File: config.mk
export PLATFORM = sky130hd
export DESIGN_NAME = regbank_read_seq_flat
export DESIGN_NICKNAME = d
export VERILOG_FILES = /design/src/rtl/regbank_read_seq_if.sv /design/src/rtl/regbank_read_seq.sv /design/src/flat_wrapper.sv
export SDC_FILE = /design/constraint.sdc
export NUM_CORES = 1
export LEC_CHECK = 0
export ABC_AREA = 1
export BUFFER_PORTS_ARGS = -buffer_cell sky130_fd_sc_hd__buf_2
export CORE_ASPECT_RATIO = 0.7
export CORE_MARGIN = 2
export CORE_UTILIZATION = 53
export DETAILED_ROUTE_END_ITERATION = 16
export PLACE_DENSITY = 0.84
export SETUP_SLACK_MARGIN = 0.15
export SLEW_MARGIN = 10
export SYNTH_ARGS = -nofsm -noshare
export SYNTH_HDL_FRONTEND = slang
export SYNTH_SLANG_ARGS = --single-unit
File: constraint.sdc
create_clock -name clk -period 4.51 [get_ports clk]
set_input_delay 0.451 -clock clk [delete_from_list [all_inputs] [get_ports clk]]
set_output_delay 0.451 -clock clk [all_outputs]
set_load 0.05 [all_outputs]
File: src/rtl/regbank_read_seq_if.sv
// Request/response handshake bundle for the register-bank read sequencer.
//
// Handshake rule (both channels): a transfer happens on a rising clock edge
// where valid and ready are both 1. The source holds valid and its payload
// stable until that edge. Ready may depend combinationally on state but never
// on valid.
//
// Signals:
//   req_valid / req_ready / req_addr1 / req_addr2 : read request channel
//   rsp_valid / rsp_ready / rsp_data1 / rsp_data2 : read response channel
// Modports:
//   master : the requester (drives the request, consumes the response)
//   slave  : the sequencer (accepts the request, produces the response)
interface regbank_read_seq_if #(
  parameter int ADDR_W = 4,
  parameter int DATA_W = 9
);
  logic              req_valid;
  logic              req_ready;
  logic [ADDR_W-1:0] req_addr1;
  logic [ADDR_W-1:0] req_addr2;
  logic              rsp_valid;
  logic              rsp_ready;
  logic [DATA_W-1:0] rsp_data1;
  logic [DATA_W-1:0] rsp_data2;

  modport master (
    output req_valid, req_addr1, req_addr2, rsp_ready,
    input  req_ready, rsp_valid, rsp_data1, rsp_data2
  );

  modport slave (
    input  req_valid, req_addr1, req_addr2, rsp_ready,
    output req_ready, rsp_valid, rsp_data1, rsp_data2
  );
endinterface

File: src/rtl/regbank_read_seq.sv
// Read-side sequencer for a bank of tristate-bitline registers sharing two
// read bitline buses. A dual-address request raises one-hot read enables for
// two cycles (DRIVE, CAPTURE), samples both bitlines at the end of CAPTURE,
// and returns the pair on the response channel. A write landing on the
// capture edge to a read address is bypassed so the response never lags it.
//
// Ports:
//   clk, rst                 : clock, asynchronous active-high reset
//   bus (slave modport)      : request/response handshake bundle
//   ReadEnable1/ReadEnable2  : one-hot read enables into the bank (registered)
//   Bitline1/Bitline2        : shared bitline buses from the bank
//   wr_en/wr_addr/wr_data    : bank write strobe, observed for the bypass
//   dbg_state                : current FSM state (IDLE=0 DRIVE=1 CAPTURE=2 RESP=3)
module regbank_read_seq #(
  parameter int NUM_REGS = 16,
  parameter int ADDR_W   = 4,
  parameter int DATA_W   = 9
) (
  input  logic                clk,
  input  logic                rst,
  regbank_read_seq_if.slave   bus,
  output logic [NUM_REGS-1:0] ReadEnable1,
  output logic [NUM_REGS-1:0] ReadEnable2,
  input  logic [DATA_W-1:0]   Bitline1,
  input  logic [DATA_W-1:0]   Bitline2,
  input  logic                wr_en,
  input  logic [ADDR_W-1:0]   wr_addr,
  input  logic [DATA_W-1:0]   wr_data,
  output logic [1:0]          dbg_state
);

  typedef enum logic [1:0] {
    IDLE    = 2'd0,
    DRIVE   = 2'd1,
    CAPTURE = 2'd2,
    RESP    = 2'd3
  } state_t;

  state_t              state, state_n;
  logic [ADDR_W-1:0]   addr1_q, addr2_q;
  logic                accept;
  logic                en_active_n;
  logic [ADDR_W-1:0]   sel1, sel2;
  logic [NUM_REGS-1:0] en1_n, en2_n;
  logic                rsp_valid_q;
  logic [DATA_W-1:0]   rsp_data1_q, rsp_data2_q;
  logic [DATA_W-1:0]   cap1, cap2;

  // Next-state and next-enable logic. Enables are computed from the next
  // state and registered, so the bank sees glitch-free flop outputs that do
  // not follow the request inputs combinationally.
  always_comb begin
    state_n = state;
    accept  = 1'b0;
    case (state)
      IDLE: begin
        if (bus.req_valid) begin
          state_n = DRIVE;
          accept  = 1'b1;
        end
      end
      DRIVE:   state_n = CAPTURE;
      CAPTURE: state_n = RESP;
      RESP: begin
        if (bus.rsp_ready) state_n = IDLE;
      end
      default: state_n = IDLE;
    endcase

    // On the accept edge the latches are not yet loaded, so decode directly
    // from the request address.
    sel1        = accept ? bus.req_addr1 : addr1_q;
    sel2        = accept ? bus.req_addr2 : addr2_q;
    en_active_n = (state_n == DRIVE) || (state_n == CAPTURE);
    en1_n       = en_active_n ? (NUM_REGS'(1) << sel1) : '0;
    en2_n       = en_active_n ? (NUM_REGS'(1) << sel2) : '0;

    // Same-edge write bypass: the register only commits on this edge, so the
    // bitlines still show the old value.
    cap1 = (wr_en && (wr_addr == addr1_q)) ? wr_data : Bitline1;
    cap2 = (wr_en && (wr_addr == addr2_q)) ? wr_data : Bitline2;
  end

  always_ff @(posedge clk or posedge rst) begin
    if (rst) begin
      state       <= IDLE;
      addr1_q     <= '0;
      addr2_q     <= '0;
      ReadEnable1 <= '0;
      ReadEnable2 <= '0;
      rsp_valid_q <= 1'b0;
      rsp_data1_q <= '0;
      rsp_data2_q <= '0;
    end else begin
      state       <= state_n;
      ReadEnable1 <= en1_n;
      ReadEnable2 <= en2_n;
      if (accept) begin
        addr1_q <= bus.req_addr1;
        addr2_q <= bus.req_addr2;
      end
      // Bitlines are only meaningful while enables are up; sample in CAPTURE.
      if (state == CAPTURE) begin
        rsp_data1_q <= cap1;
        rsp_data2_q <= cap2;
      end
      rsp_valid_q <= (state_n == RESP);
    end
  end

  assign bus.req_ready = (state == IDLE);
  assign bus.rsp_valid = rsp_valid_q;
  assign bus.rsp_data1 = rsp_data1_q;
  assign bus.rsp_data2 = rsp_data2_q;
  assign dbg_state     = state;

  // Enable vectors are one-hot-or-zero, and zero outside DRIVE/CAPTURE.
  a_en_onehot: assert property (@(posedge clk) disable iff (rst)
    $onehot0(ReadEnable1) && $onehot0(ReadEnable2));
  a_en_idle: assert property (@(posedge clk) disable iff (rst)
    ((state == IDLE) || (state == RESP)) |-> (ReadEnable1 == '0 && ReadEnable2 == '0));

endmodule

File: src/flat_wrapper.sv
// flat-port wrapper written by rule: the top's interface ports become plain ports
module regbank_read_seq_flat 
#(
  parameter int NUM_REGS = 16,
  parameter int ADDR_W   = 4,
  parameter int DATA_W   = 9
)
  (clk, rst, ReadEnable1, ReadEnable2, Bitline1, Bitline2, wr_en, wr_addr, wr_data, dbg_state, bus_req_valid, bus_req_addr1, bus_req_addr2, bus_rsp_ready, bus_req_ready, bus_rsp_valid, bus_rsp_data1, bus_rsp_data2);
  regbank_read_seq_if #(.ADDR_W(ADDR_W), .DATA_W(DATA_W)) bus_i ();
  input  logic clk;
  input  logic rst;
  output logic [NUM_REGS-1:0] ReadEnable1;
  output logic [NUM_REGS-1:0] ReadEnable2;
  input  logic [DATA_W-1:0] Bitline1;
  input  logic [DATA_W-1:0] Bitline2;
  input  logic wr_en;
  input  logic [ADDR_W-1:0] wr_addr;
  input  logic [DATA_W-1:0] wr_data;
  output logic [1:0] dbg_state;
  input wire logic [$bits(bus_i.req_valid)-1:0] bus_req_valid;
  input wire logic [$bits(bus_i.req_addr1)-1:0] bus_req_addr1;
  input wire logic [$bits(bus_i.req_addr2)-1:0] bus_req_addr2;
  input wire logic [$bits(bus_i.rsp_ready)-1:0] bus_rsp_ready;
  output wire logic [$bits(bus_i.req_ready)-1:0] bus_req_ready;
  output wire logic [$bits(bus_i.rsp_valid)-1:0] bus_rsp_valid;
  output wire logic [$bits(bus_i.rsp_data1)-1:0] bus_rsp_data1;
  output wire logic [$bits(bus_i.rsp_data2)-1:0] bus_rsp_data2;
  assign bus_i.req_valid = bus_req_valid;
  assign bus_i.req_addr1 = bus_req_addr1;
  assign bus_i.req_addr2 = bus_req_addr2;
  assign bus_i.rsp_ready = bus_rsp_ready;
  assign bus_req_ready = bus_i.req_ready;
  assign bus_rsp_valid = bus_i.rsp_valid;
  assign bus_rsp_data1 = bus_i.rsp_data1;
  assign bus_rsp_data2 = bus_i.rsp_data2;
  regbank_read_seq #(.NUM_REGS(NUM_REGS), .ADDR_W(ADDR_W), .DATA_W(DATA_W)) u_core (.clk(clk), .rst(rst), .bus(bus_i), .ReadEnable1(ReadEnable1), .ReadEnable2(ReadEnable2), .Bitline1(Bitline1), .Bitline2(Bitline2), .wr_en(wr_en), .wr_addr(wr_addr), .wr_data(wr_data), .dbg_state(dbg_state));
endmodule
==> results of run 1 <==
flip-flops by register name, indices dropped and copies added, names as in the netlist:
| register | count |
|---|---|
| u_core.ReadEnable2 | 16 |
| u_core.bus.rsp_valid | 1 |
| u_core.dbg_state | 2 |
| u_core.bus.rsp_data1 | 9 |
| u_core.addr2_q | 4 |
| u_core.bus.rsp_data2 | 9 |
| u_core.addr1_q | 4 |
| u_core.ReadEnable1 | 16 |
cell type report:
type / instances / area [µm²] / share of cell area, %
clock buffer: 10 / 128 / 3.61
timing repair buffer: 98 / 493 / 13.9
sequential: 61 / 1530 / 43.1
tap: 69 / 86.3 / 2.44
inverter: 50 / 188 / 5.30
multi-input combinational: 205 / 1030 / 29.1
clock inverter: 6 / 87.6 / 2.47
cells by family after synthesis:
logic type,after synthesis
adder cells (fa/ha/maj),1
buffers and inverters,53
flip-flops,61
AO/OA/AOI/OAI,10
AND/OR/NAND/NOR,194
report_power, final:
part	internal, mW	leakage [nW]	switching, mW	total, mW
sequential	0.731	0.797	0.110	0.841
clock	0.311	0.110	0.214	0.525
combinational	0.335	1.17	1.17	1.51
total	1.38	2.08	1.50	2.88
worst min-delay path: stages:
cell and delay, ps:
buf_2 100, inv_2 30, buf_4 570
metrics by stage:
step / area, µm² / power (mW)
after global routing: 3540 / 3.05
after global placement: 3320 / 2.31
final: 3540 / 2.88
after CTS: 3540 / 2.88
after floorplan: 2770 / 2.00
after detailed placement: 3320 / 2.35
cell usage in the layout (no fill, tap or decap), drive strengths merged:
cell type	count
a21oi	4
nand3	28
inv	47
bufinv	2
clkbuf	10
dfrtp	61
nor2	41
clkinv	7
o21ai	6
nand2	107
buf	98
ha	1
nand4	18
metal layers:
metal	up-vias	wire (µm)	GRT usage, %
met3	8	524	7.91
met1	1128	2950	32.9
met2	110	3100	38.0
met5	-	0	0
li1	1200	-	-
met4	0	61	8.27
final timing paths:
| check | start | cells past startpoint | slack [ps] | to |
|---|---|---|---|---|
| worst max register to register | u_core.dbg_state[0]$_DFF_PP0_ | 5 | 2750 | u_core.bus.rsp_data1[3]$_DFFE_PP0P_ |
| worst min-delay path | rst | 3 | 300 | u_core.ReadEnable2[10]$_DFF_PP0_ |
| min in group clk | bus_req_addr1[3] | 3 | 360 | u_core.addr1_q[3]$_DFF_PP0_ |
| max in group asynchronous | rst | 3 | 3700 | u_core.ReadEnable1[10]$_DFF_PP0_ |
| worst min register to register | u_core.bus.rsp_data1[0]$_DFFE_PP0P_ | 2 | 480 | u_core.bus.rsp_data1[0]$_DFFE_PP0P_ |
| worst max-delay path | u_core.dbg_state[1]$_DFF_PP0_ | 2 | 2720 | bus_req_ready |
==> results_dict.tcl, run 1 <==
set metrics [dict create \
    status "finished clean" \
    fin_setup_tns_ps 0 \
    ys_types 21 \
    synth_common_cells "nand2_1, dfrtp_1, inv_1, nor2_1, nand3_1" \
    async_flop_share_pct 100 \
    clockBufferDepth 2 \
    avgSynthCellArea_um2 8.67 \
    syn_inst 319 \
    dp_hpwl_um 4840 \
    critPathMaxFanout 6 \
    timing.hold.ws_ps 297 \
    synthMuxAreaShare_pct 0 \
    path_buf_inv 1 \
    overflow 0 \
    seq_area_frac_synth_pct 55.2 \
    critPathArrivalTime_ps 1330 \
    drt-total-wl_um 6640 \
    slew_violations 0 \
    synthXorXnorAreaFrac_pct 0 \
    drc 0 \
    synth.most_common_cell "nand2_1" \
    hold_path_class "in2async" \
    clkSinkCount 61 \
    drt_pass1_iterations 5 \
    yosysWarnings 0 \
    layout.nets 470 \
    nFillCells 405 \
    slew_headroom_pct 50.5 \
    power_density_mw_per_mm2 812 \
    grt.total_usage_pct 24.5 \
    tightest_slew_ps 742 \
    period_needed_ps 1790 \
    synth_nets 364 \
    cts_buffers 9 \
    cts_resized 0 \
    period_share_pct 39.6 \
    cp_slowest_stage_delay_ps 450 \
    htreeDepth 3 \
    post-route-worst-setup-slack_ps 2720 \
    initial_core_util_pct 56.3 \
    crit_slowest_cell "dfrtp_1" \
    hold_violations 0 \
    clkLatencyLatePin_ps 350 \
    endpoint_kind "output pin" \
    drv_cap 0 \
    cts_root_buf "clkbuf_8" \
    die_h_um 64.4 \
    dp.cells 483 \
    synthFlopType "dfrtp_1" \
    synth_edf_count 0 \
    vias_per_cell 4.90 \
    rsz0062_at_grt "false" \
    boundaryPins 98 \
    pre_cts_slack_ps 2750 \
    fp.dieArea_mm2 0.00582 \
    synthAdderAreaFrac_pct 0.452 \
    setup_viol 0 \
    row_count 21 \
    gp_congestion 0.898 \
    drt-initial-drc-count 162 \
    yosys.area_share.simple_pct 33.7 \
    cts_tree "built" \
    design.core.area_mm2 0.00491 \
    synth_area_mm2 0.00277 \
    grt_max_degree 62 \
    grt_pass1_vias 2378 \
    grt_pass1_wl_um 11000 \
    cts_setup_buffers 0 \
    cts_hold_buf 0 \
    cp-start-kind "register" \
    instances_no_fill 499 \
    n_antenna_cell 0 \
    ir_drop_mv 0.364 \
    antenna_found_initial 0 \
    cp_data_required_time_ps 4060 \
    p_leak_nw 2.08 \
    cp_top_family "flip-flops" \
    cp_cell_sequence "nor2_4 -> buf_2" \
    drtAntennaViolNets 0 \
    worstSetupPathType "reg2out" \
    ys_seq_elements 61 \
    fin_skew_ps 9.69 \
    synth_compound_area_share_pct 3.17 \
    synth_top_family_by_area "simple AND/OR/NAND/NOR gates" \
    fin_util_pct 72.0 \
    synth_top_area_share_pct 55.2 \
    routedWlPerCell_um 13.3 \
    area_growth_syn_to_layout_pct 28.0 \
    route.vias.total 2446 \
    yosysTopAreaCell "dfrtp_1" \
    drive_gt1_share_pct 34.4 \
    port_buffers 97 \
    synth_area_leaders "dfrtp_1, nand2_1, inv_1" \
    clk_pin_slew_ps 70 \
    die_w_um 90.3 \
    fmax_mhz 560 \
]
(Power assumes the default switching activity.)
==> inputs of run 2 (changes only) <==
Settings changed: CORE_UTILIZATION 53 to 45, PLACE_DENSITY 0.84 to 0.76.
Clock period 4.51 ns to 1.5 ns, I/O delays scaled along.
==> run 2 against run 1 <==
Clock power grew to 2.9 times the previous value. Total power grew to 3.3 times the previous value. Critical path depth grew 4. Design area grew 13%. Count of clock-buffer cells in the layout grew 1. First-iteration DRC count grew 33%.
==> results_dict.tcl, run 2 (synthesis gave the netlist of run 1 again) <==
set metrics [dict create \
    die_w_um 97.7 \
    layout.nets 496 \
    period_needed_ps 1470 \
    design.core.area_mm2 0.00584 \
    cp_data_required_time_ps 1730 \
    drc 0 \
    ff2ff_path_depth 6 \
    crit_cells 6 \
    finalPower_mw 9.63 \
    grt_max_degree 26 \
    drtAntennaViolNets 0 \
    area_growth_syn_to_layout_pct 45.1 \
    r2r-start "u_core.dbg_state[1]$_DFF_PP0_" \
    drt-initial-drc-count 215 \
    ir_drop_mv 1.53 \
    setup_viol 0 \
    overflow 0 \
    r2r_slack_ps 30 \
    drt-total-wl_um 7660 \
    nFillCells 489 \
    cp-start-kind "register" \
    status "finished clean" \
    top_regs "u_core.ReadEnable1: 16 flops, u_core.ReadEnable2: 16 flops" \
    endpoint "u_core.ReadEnable2[11]$_DFF_PP0_" \
    final_cell_mix "buf_2, nand2_1, dfrtp_1, inv_1, nor2_1" \
    cts_root_buf "clkbuf_8" \
    critPathMaxFanout 13 \
    place_area_mm2 0.00347 \
    post-route-worst-setup-slack_ps 27.8 \
    crit_slowest_cell "dfrtp_2" \
    timing.hold.ws_ps 95.9 \
    power_frac_comb_pct 58.2 \
    slew_violations 0 \
    crit_top_cell "nand2_4" \
    hold_path_class "in2reg" \
    final_cell_area_mm2 0.00401 \
    die_h_um 69.6 \
    r2r-end "u_core.ReadEnable2[11]$_DFF_PP0_" \
    dp.cells 499 \
    fin_skew_ps 11.7 \
    cp_cell_sequence "nor2_4 -> nand2_8 -> nand2_4 -> ha_4 -> nand2_4 -> nor2_1" \
    route.vias.total 2655 \
    grt_pass1_wl_um 11500 \
    routedWlPerCell_um 14.4 \
    power_density_mw_per_mm2 2400 \
    cts_buffers 9 \
    drt_pass1_iterations 5 \
    fp.dieArea_mm2 0.00680 \
    drive_gt1_share_pct 46.3 \
    clk_pin_slew_ps 70 \
    antenna_found_initial 0 \
    cts_tree "built" \
    mostFrequentLayoutCell "buf_2" \
    period_share_pct 98.1 \
    boundaryPins 98 \
    vias_per_cell 5.00 \
    clkLatencyLatePin_ps 350 \
    hold_violations 0 \
    p_sw_share_pct 51.5 \
    fmax_mhz 679 \
    dp_hpwl_um 5100 \
    clock_power_share_pct 15.8 \
    seqPwrFrac_pct 26.0 \
    row_count 23 \
    regArea_mm2 0.00153 \
    grt.total_usage_pct 21.6 \
    initial_core_util_pct 47.3 \
    endpoint_kind "register" \
    switching_power_mw 4.96 \
    worstSetupPathType "reg2reg" \
    p_leak_nw 2.24 \
    clockBufferDepth 2 \
    cp_top_family "simple AND/OR/NAND/NOR gates" \
    critPathArrivalTime_ps 1700 \
    instances_no_fill 531 \
    rsz0062_at_grt "true" \
    startpoint "u_core.dbg_state[1]$_DFF_PP0_" \
    n_antenna_cell 0 \
    grt_pass1_vias 2456 \
    slew_headroom_pct 67.4 \
    multi_input_area_mm2 0.00123 \
    tightest_slew_ps 489 \
    gp_congestion 0.826 \
    drv_cap 0 \
    htreeDepth 3 \
    cp_slowest_stage_delay_ps 460 \
    pre_cts_slack_ps -63.8 \
    port_buffers 97 \
    p_int_mw 4.67 \
    path_buf_inv 0 \
    clkSinkCount 61 \
]
-- run 2: repair_timing --
action | CTS | global route
pin swaps | 8 | 15
setup endpoints to repair | 51 | 51
hold buffers | 1 | 0
gates cloned | 0 | 3
hold endpoints to repair | 18 | 0
gates resized for setup | 16 | 31
setup buffers | 4 | 8
-- run 2: worst register-to-register path, stage by stage, from the launching register on --
cell,delay [ps]
dfrtp_2,460
nor2_4,210
nand2_8,150
nand2_4,120
ha_4,230
nand2_4,130
nor2_1,60
-- run 2: final cells by class --
type	instances	area share [%]
Inverter	50	4.90
Multi-Input combinational cell	207	30.7
Tap cell	75	2.34
Sequential cell	61	38.1
Timing Repair Buffer	122	18.7
Clock buffer	11	3.77
Clock inverter	5	1.47
-- run 2: per-layer routing --
| layer | global-route usage, % | part of all wire [%] | vias up | wire, µm |
|---|---|---|---|---|
| met5 | 0 | 0 | - | 0 |
| met4 | 4.32 | 0.74 | 0 | 57 |
| met1 | 28.2 | 41 | 1246 | 3130 |
| met3 | 8.27 | 9.9 | 8 | 758 |
| met2 | 34.7 | 48 | 141 | 3710 |
| li1 | - | - | 1260 | - |
-- run 2: worst min path at each step --
| stage | start | endpoint | slack [ps] | cells past startpoint |
|---|---|---|---|---|
| 4_1_cts | bus_req_addr1[3] | u_core.addr1_q[3]$_DFF_PP0_ | 80 | 3 |
| 3_5_place_dp | rst | u_core.bus.rsp_data2[0]$_DFFE_PP0P_ | 210 | 2 |
| 5_1_grt | bus_req_addr1[3] | u_core.addr1_q[3]$_DFF_PP0_ | 90 | 3 |
| 3_3_place_gp | rst | u_core.bus.rsp_data2[3]$_DFFE_PP0P_ | 210 | 2 |
| 6_report | bus_req_addr1[3] | u_core.addr1_q[3]$_DFF_PP0_ | 100 | 3 |
| 2_1_floorplan | rst | u_core.ReadEnable1[0]$_DFF_PP0_ | 260 | 1 |
-- run 2: power groups by stage --
stage                     Sequential (mW)  Combinational (mW)  Clock, mW
after floorplan                      4.09                2.15          0
after global placement               2.52                4.77          0
after detailed placement             2.52                4.89          0
after CTS                            2.51                5.18       1.54
after global routing                 2.56                5.98       1.63
final                                2.51                5.60       1.52
-- run 2: stage by stage --
stage	TNS, ps	util (%)
6_report	0	68.7
5_1_grt	-374	68.7
4_1_cts	0	65.0
3_5_place_dp	-764	59.3
3_3_place_gp	0	59.3
2_1_floorplan	-8960	-
